File: src/rtl/game_pkg.sv
// Shared definitions for the random number game: ASCII constants, parser error codes
// and the parser state encoding.
// Latency: n/a (declarations only). Backpressure: n/a.
// Used by the guess parser, the game FSM and the message ROM indexing.
package game_pkg;

  localparam logic [7:0] ASCII_CR    = 8'h0D;
  localparam logic [7:0] ASCII_LF    = 8'h0A;
  localparam logic [7:0] ASCII_SPACE = 8'h20;
  localparam logic [7:0] ASCII_ZERO  = 8'h30;
  localparam logic [7:0] ASCII_NINE  = 8'h39;

  typedef enum logic [1:0] {
    ERR_NONE     = 2'd0,
    ERR_BADCHAR  = 2'd1,
    ERR_OVERFLOW = 2'd2,
    ERR_RANGE    = 2'd3
  } err_code_t;

  typedef enum logic [1:0] {
    ST_IDLE    = 2'd0,
    ST_ACCUM   = 2'd1,
    ST_DISCARD = 2'd2,
    ST_REPORT  = 2'd3
  } parse_state_t;

endpackage

File: src/rtl/ascii_digit_decode.sv
// Classifies one received byte: decimal digit (with its value), line terminator, space.
// Latency: purely combinational. Backpressure: none.
// Ports: i_byte in; o_is_digit, o_digit[3:0], o_is_term (CR/LF), o_is_space out.
module ascii_digit_decode
  import game_pkg::*;
(
  input  logic [7:0] i_byte,
  output logic       o_is_digit,
  output logic [3:0] o_digit,
  output logic       o_is_term,
  output logic       o_is_space
);

  assign o_is_digit = (i_byte >= ASCII_ZERO) && (i_byte <= ASCII_NINE);
  // '0'..'9' are 0x30..0x39, so the low nibble is the digit value; only
  // meaningful while o_is_digit is set.
  assign o_digit    = i_byte[3:0];
  assign o_is_term  = (i_byte == ASCII_CR) || (i_byte == ASCII_LF);
  assign o_is_space = (i_byte == ASCII_SPACE);

endmodule

File: src/rtl/ascii_guess_parser.sv
// Pops bytes from the UART RX FIFO and parses a CR/LF terminated decimal guess.
// Latency: terminator popped in cycle t -> guess_valid or err pulse in cycle t+1.
// Backpressure: pops only while rx_empty==0, one byte per cycle, no pop in the report cycle.
// Ports: clk, reset (sync, active high), enable, rx_data[7:0], rx_empty in;
//        rd_uart, guess[VAL_W-1:0], guess_valid, err, err_code[1:0] out.
module ascii_guess_parser
  import game_pkg::*;
#(
  parameter int MAX_DIGITS = 3,
  parameter int VAL_W      = 10,
  parameter int MAX_VAL    = 999
) (
  input  logic             clk,
  input  logic             reset,
  input  logic             enable,
  input  logic [7:0]       rx_data,
  input  logic             rx_empty,
  output logic             rd_uart,
  output logic [VAL_W-1:0] guess,
  output logic             guess_valid,
  output logic             err,
  output logic [1:0]       err_code
);

  localparam int CNT_W = $clog2(MAX_DIGITS + 1);

  parse_state_t     r_state;
  parse_state_t     w_next_state;
  logic [VAL_W-1:0] r_acc;
  logic [CNT_W-1:0] r_cnt;
  err_code_t        r_code;
  logic [VAL_W-1:0] r_guess;

  logic             w_is_digit;
  logic [3:0]       w_digit;
  logic             w_is_term;
  logic             w_is_space;
  logic             w_pop;
  logic             w_cnt_full;
  logic             w_over;
  logic             w_report;
  logic             w_take;

  ascii_digit_decode u_decode (
    .i_byte     (rx_data),
    .o_is_digit (w_is_digit),
    .o_digit    (w_digit),
    .o_is_term  (w_is_term),
    .o_is_space (w_is_space)
  );

  assign w_pop      = rd_uart;
  assign w_cnt_full = (r_cnt == CNT_W'(MAX_DIGITS));
  assign w_over     = (r_acc > VAL_W'(MAX_VAL));

  // State register
  always_ff @(posedge clk) begin
    if (reset) r_state <= ST_IDLE;
    else       r_state <= w_next_state;
  end

  // Next-state logic
  always_comb begin
    w_next_state = r_state;
    if (!enable) begin
      w_next_state = ST_IDLE;
    end else begin
      case (r_state)
        ST_IDLE: begin
          if (w_pop) begin
            if (w_is_digit)                    w_next_state = ST_ACCUM;
            else if (!w_is_term && !w_is_space) w_next_state = ST_DISCARD;
          end
        end
        ST_ACCUM: begin
          if (w_pop) begin
            if (w_is_term)                     w_next_state = ST_REPORT;
            else if (!w_is_digit || w_cnt_full) w_next_state = ST_DISCARD;
          end
        end
        ST_DISCARD: begin
          if (w_pop && w_is_term) w_next_state = ST_REPORT;
        end
        ST_REPORT: w_next_state = ST_IDLE;
        default:   w_next_state = ST_IDLE;
      endcase
    end
  end

  // Outputs. Pulses are gated by enable/reset so a report cycle that coincides
  // with either of them is silently abandoned. guess shows the new value in the
  // same cycle as guess_valid, then holds it from r_guess.
  always_comb begin
    rd_uart     = !reset && !rx_empty && (r_state != ST_REPORT);
    w_report    = !reset && enable && (r_state == ST_REPORT);
    w_take      = w_report && (r_code == ERR_NONE) && !w_over;
    guess_valid = w_take;
    err         = w_report && !w_take;
    err_code    = ERR_NONE;
    if (err) err_code = (r_code != ERR_NONE) ? r_code : ERR_RANGE;
    guess       = w_take ? r_acc : r_guess;
  end

  // Datapath: accumulator, digit count, sticky first error, held guess.
  always_ff @(posedge clk) begin
    if (reset) begin
      r_acc   <= '0;
      r_cnt   <= '0;
      r_code  <= ERR_NONE;
      r_guess <= '0;
    end else begin
      if (w_take) r_guess <= r_acc;
      if (!enable || (r_state == ST_REPORT)) begin
        r_acc  <= '0;
        r_cnt  <= '0;
        r_code <= ERR_NONE;
      end else if (w_pop) begin
        case (r_state)
          ST_IDLE: begin
            if (w_is_digit) begin
              r_acc <= {{(VAL_W-4){1'b0}}, w_digit};
              r_cnt <= CNT_W'(1);
            end else if (!w_is_term && !w_is_space) begin
              r_code <= ERR_BADCHAR;
            end
          end
          ST_ACCUM: begin
            if (w_is_digit) begin
              if (w_cnt_full) begin
                r_code <= ERR_OVERFLOW;
              end else begin
                // acc*10 + d; the digit cap keeps this inside VAL_W bits
                r_acc <= (r_acc << 3) + (r_acc << 1) + {{(VAL_W-4){1'b0}}, w_digit};
                r_cnt <= r_cnt + CNT_W'(1);
              end
            end else if (!w_is_term) begin
              r_code <= ERR_BADCHAR;
            end
          end
          default: ; // DISCARD keeps the first error code
        endcase
      end
    end
  end

endmodule
File: config.mk
export PLATFORM = sky130hd
export DESIGN_NAME = ascii_guess_parser
export DESIGN_NICKNAME = d
export VERILOG_FILES = /design/src/rtl/game_pkg.sv /design/src/rtl/ascii_digit_decode.sv /design/src/rtl/ascii_guess_parser.sv
export SDC_FILE = /design/constraint.sdc
export NUM_CORES = 1
export LEC_CHECK = 0
export ABC_AREA = 1
export ABC_CLOCK_PERIOD_IN_PS = 4100
export CELL_PAD_IN_SITES_DETAIL_PLACEMENT = 0
export CELL_PAD_IN_SITES_GLOBAL_PLACEMENT = 1
export CORE_ASPECT_RATIO = 0.9
export CORE_MARGIN = 2
export CORE_UTILIZATION = 43
export CTS_BUF_LIST = sky130_fd_sc_hd__clkbuf_4 sky130_fd_sc_hd__clkbuf_8
export DETAILED_ROUTE_END_ITERATION = 10
export GPL_TIMING_DRIVEN = 1
export MAX_ROUTING_LAYER = met4
export PLACE_DENSITY = 0.9
export SETUP_SLACK_MARGIN = 0.5
export SYNTH_ARGS = -nofsm -noshare
export SYNTH_HDL_FRONTEND = slang
export SYNTH_SLANG_ARGS = --single-unit
export TNS_END_PERCENT = 100
File: constraint.sdc
create_clock -name clk -period 4.1 [get_ports clk]
set_input_delay 1.025 -clock clk [delete_from_list [all_inputs] [get_ports clk]]
set_output_delay 1.025 -clock clk [all_outputs]
set_load 0.01 [all_outputs]
# Word level (Yosys, flattened, before mapping)
# Index checks and enable logic that the tools add are counted.
[word_totals] input_bits=12 regBits=26
[op_classes] n_lt_le_gt_ge=3 reduce_logical=30 add_sub_neg=3 eq_ne=20 n_bitwise=1 n_mux=25
[ops] operator="2-to-1 mux 10 bit" n=4
[ops] operator="2-to-1 mux 2 bit" n=17
[ops] operator="one-hot mux 10 bit (2 select lines)" n=1
[ops] operator="!= test 2 bit (second input constant)" n=9
[ops] operator="equality test 8 x 4 -> 1 bit (second input constant)" n=2
[ops] operator="!= test 3 bit (second input constant)" n=4
[ops] operator="adder 10 bit" n=1
[ops] operator="adder 10 x 4 -> 10 bit" n=1
[ops] operator="greater-than comparator 10 bit (second input constant)" n=1
[ops] operator="logical AND 1 bit" n=10
[ops] operator="AND reduction 5 bit" n=2
[ops] operator="equality test 8 x 6 -> 1 bit (second input constant)" n=1
[ops] operator="greater-or-equal comparator 8 x 6 -> 1 bit (second input constant)" n=1
[ops] operator="<= comparator 8 x 6 -> 1 bit (second input constant)" n=1
[ops] operator="logical NOT 1 bit" n=8
[ops] operator="one-hot mux 2 bit (2 select lines)" n=2
[ops] operator="one-hot mux 2 bit (4 select lines)" n=1
[ops] operator="equality test 2 bit (second input constant)" n=3
[ops] operator="AND reduction 6 bit" n=1
[ops] operator="logical NOT 2 bit" n=2
[ops] operator="nonzero test 2 bit" n=2
[ops] operator="OR reduction 2 bit" n=2
[ops] operator="logical OR 1 bit" n=3
[ops] operator="adder 2 x 1 -> 2 bit (second input constant)" n=1
[ops] operator="other kinds (2)" n=2

# Logic depth before layout (Yosys ltp)
[depth] ltp_word=8 ltp_mapped=12 mapped_depth_nobuf=11

# Modules after synthesis
# A second synthesis with hierarchy kept.
[unflattened] hier_cells=297 hier_area_um2=2037.0
[by_module_without_submodules] module="ascii_guess_parser" seq_area_each_um2=520.5 cells_each=266 instances=1 area_per_inst_um2=1896.8
[by_module_without_submodules] module="ascii_digit_decode" seq_area_each_um2=0.0 cells_each=31 instances=1 area_per_inst_um2=140.1

# Least setup slack after synthesis
# OpenSTA, ideal clock, no wires.
[synth_timing] kind="input port to output port" start="input reset" end="output guess[5]" required_time_ns=3.075 path_slack_ns=1.234 arrival_time_ns=1.841 stages=7 path_cell_list="inv_1 nand2_1 nor4_2 nand2_2 buf_6 o21a_1 inv_1"
[synth_between] elab_chain_cells=6
[synth_rtl] item="from (decl)" line_no="ascii_guess_parser.sv:14" text="input logic reset,"
[synth_rtl] item="logical NOT 1 bit" line_no="ascii_guess_parser.sv:95" text="w_report = !reset && enable && (r_state == ST_REPORT);"
[synth_rtl] item="logical AND 1 bit (2 in series)" line_no="ascii_guess_parser.sv:95"
[synth_rtl] item="logical AND 1 bit (2 in series)" line_no="ascii_guess_parser.sv:96" text="w_take = w_report && (r_code == ERR_NONE) && !w_over;"
[synth_rtl] item="2-to-1 mux 10 bit"
[synth_rtl] item="to (decl)" line_no="ascii_guess_parser.sv:19" text="output logic [VAL_W-1:0] guess,"
# No other way between the ends.

# Worst setup path in the final report
[layout_timing] start="input reset" end="output guess[7]"
# The elaborated chain is that of the path after synthesis.

==> out/qor.yml <==
status:
  outcome: "complete, no violations"
synthesis:
  yosysUniqueCellTypes: 32
  synthSimpleGateAreaFrac_pct: 30.0
  synth_compound_area_share_pct: 13.6
  synth.area.mux_share_pct: 0
  syn_area_per_cell_sq_um: 6.76
  synth_cells: 283
  seq_area_frac_synth_pct: 27.2
  synth_seq_cells: 26
  synthAdderAreaFrac_pct: 15.2
  post_synth_xor_area_fraction_pct: 1.83
  syn_nets: 317
  synth_top_family_by_area: "simple AND/OR/NAND/NOR gates"
  syn_area_sq_mm: 0.00191
  yosysWarnings: 0
route:
  dr.pass1.iters: 4
  via_per_inst: 4.78
  wl_per_cell_um: 11.2
  drc: 0
  postRouteWirelength_um: 4380
  ant_nets: 0
  route.vias.total: 1865
  first_iter_violations: 110
sta:
  tightest_slew_ns: 0.387
  clock-skew-final_ns: 0.00440
  relSlewSlack_pct: 74.2
  hold_violations: 0
  finalSetupTns_ns: 0
  post-route-period-util_pct: 82.9
  drv_slew: 0
  setup_viol: 0
  rsz0062_at_grt: "false"
  period_needed_ns: 3.40
  max_freq_ghz: 0.294
worst_setup_path:
  startpoint_type: "input port"
  worstPathArrival_ns: 2.37
  timing_worst_setup_path_type: "in2out"
  r2r_slack_ns: 1.84
  critPathMaxFanout: 6
  required_ns: 3.07
  crit_path_end_kind: "primary output"
global_routing:
  grt_pass1_vias: 1636
  grt_max_degree: 15
  grt_pass1_wl_um: 7290
  grt_overflow: 0
  antenna_found_initial: 0
  grt_usage_pct: 19.4
clock_tree:
  tritoncts: "built"
  clk_latency_ns: 0.27
  cts_sinks: 26
  clk_root_buffer_cell: "clkbuf_8"
  path_clk_slew_ns: 0.09
  cts.htree.levels: 1
  cts_buffer_depth: 2
  numCtsBuffers: 3
hold_path:
  hold_class: "reg2reg"
power:
  p_per_area_mw_per_mm2: 203
  peakVddDrop_v: 0.000136
  fin_total_pwr_w: 0.000494
  leakage_nw: 1.37
place:
  place_area_sq_mm: 0.00224
  place.gp.congestion: 0.759
  portBuffers: 26
  hpwlAfterDp_um: 3250
finish:
  fin_area_sq_mm: 0.00244
  layout_common_cells: "nand2_1 (52), inv_1 (48), nor2_1 (35)"
  multiInputGateArea_sq_mm: 0.00121
  fill_cells: 451
  nNetsFinal: 363
  area.growth.synth_to_final_pct: 27.5
  num_antenna_cells: 0
  seqCellArea_sq_um: 520
  final_common_cell: "nand2_1"
  drive_above_1_share_pct: 16.8
floorplanning:
  die_w_um: 74.3
  rows: 23
  initial_core_util_pct: 43.7
  die_area_sq_mm: 0.00500
  die_h_um: 67.3
  core-area_sq_mm: 0.00437
  io_pins: 27
flow_run:
  cap_viol_max_count: 0
-- synth_stat cells (all sizes together) --
| cell | instances | area, sq um |
|---|---|---|
| nand2 | 54 | 205 |
| inv | 53 | 199 |
| nor2 | 40 | 168 |
| dfxtp | 26 | 521 |
| o21ai | 21 | 105 |
| ha | 20 | 250 |
| nand3 | 18 | 103 |
| a21oi | 16 | 80.1 |
| or2 | 9 | 56.3 |
| nand4 | 4 | 25.0 |
| buf | 3 | 30.0 |
| xor2 | 3 | 26.3 |
| a21boi | 2 | 15.0 |
| a31oi | 2 | 12.5 |
| fa | 2 | 40.0 |
| o21a | 2 | 15.0 |
| a211oi | 1 | 7.51 |
| a21o | 1 | 7.51 |
| clkbuf | 1 | 3.75 |
| nor3 | 1 | 5.00 |
| nor4 | 1 | 12.5 |
| o211a | 1 | 10.0 |
| o21bai | 1 | 7.51 |
| xnor2 | 1 | 8.76 |
-- through the flow --
| stage | utilization (%) | worst slack (ns) | hold slack, ns | instances |
|---|---|---|---|---|
| finish | 55.7 | 0.702 | 0.476 | 390 |
| global route | 55.7 | 0.619 | 0.510 | 390 |
| CTS | 54.4 | 0.391 | 0.473 | 385 |
| detailed placement | 51.2 | 0.225 | 0.454 | 370 |
| global placement | 51.2 | 0.285 | 0.451 | 370 |
| floorplan | - | 1.23 | 0.435 | 283 |
-- what timing repair did --
action                                  in CTS  in global routing
pin swaps                                    4                  3
setup buffers                               10                  5
hold buffers                                 0                  0
cloned                                       1                  0
endpoints found under the setup margin      14                 14
gates resized for setup                     44                 15
-- power breakdown --
group | internal (W) | switching [W]
Sequential | 0.000255 | 0.00000222
Combinational | 0.0000300 | 0.0000413
Clock | 0.0000859 | 0.0000802
-- flip-flops by register name (all words and copies together), names as in the netlist --
| register | count |
|---|---|
| r_cnt | 2 |
| r_state | 2 |
| r_acc | 10 |
| r_guess | 10 |
| r_code | 2 |
-- metal layers --
layer	vias up	wire length (um)	part of all wire (%)	GRT usage, %
met3	4	149	3.4	3.58
met2	28	2120	48	31.6
met5	-	0	0	-
li1	995	-	-	-
met1	838	2080	48	25.7
met4	0	29	0.66	3.35
-- kinds of logic after synthesis --
logic type	Yosys count
XOR/XNOR	4
AO/OA/AOI/OAI	47
adder cells (fa/ha/maj)	22
flip-flops	26
AND/OR/NAND/NOR	127
buffers and inverters	57
-- worst max-delay path: stages --
cell and delay, ns:
dlygate4sd2_1 0.25, inv_1 0.07, nand2_2 0.07, nor4_4 0.18, nand2_4 0.14, buf_6 0.15
clkinvlp_4 0.06, or2_1 0.10, o21ai_2 0.06, inv_1 0.05, clkdlybuf4s15_2 0.21
-- area by class of cell --
class                   instances  share of cell area, %
multi-input cells             200                   49.6
repair buffers                 44                   15.0
flip-flops and latches         26                   21.3
inverters                      53                   8.26
well taps                      62                   3.18
repair inverters                1                  0.308
clock buffers                   4                   2.26
-- final timing paths --
path             from        to  cells past startpoint
min          r_cnt[0]  r_cnt[0]                      1
min reg2reg  r_cnt[0]  r_cnt[0]                      1
max reg2reg  r_acc[2]  r_acc[9]                     11
max             reset  guess[7]                     11
(Power assumes the default switching activity.)
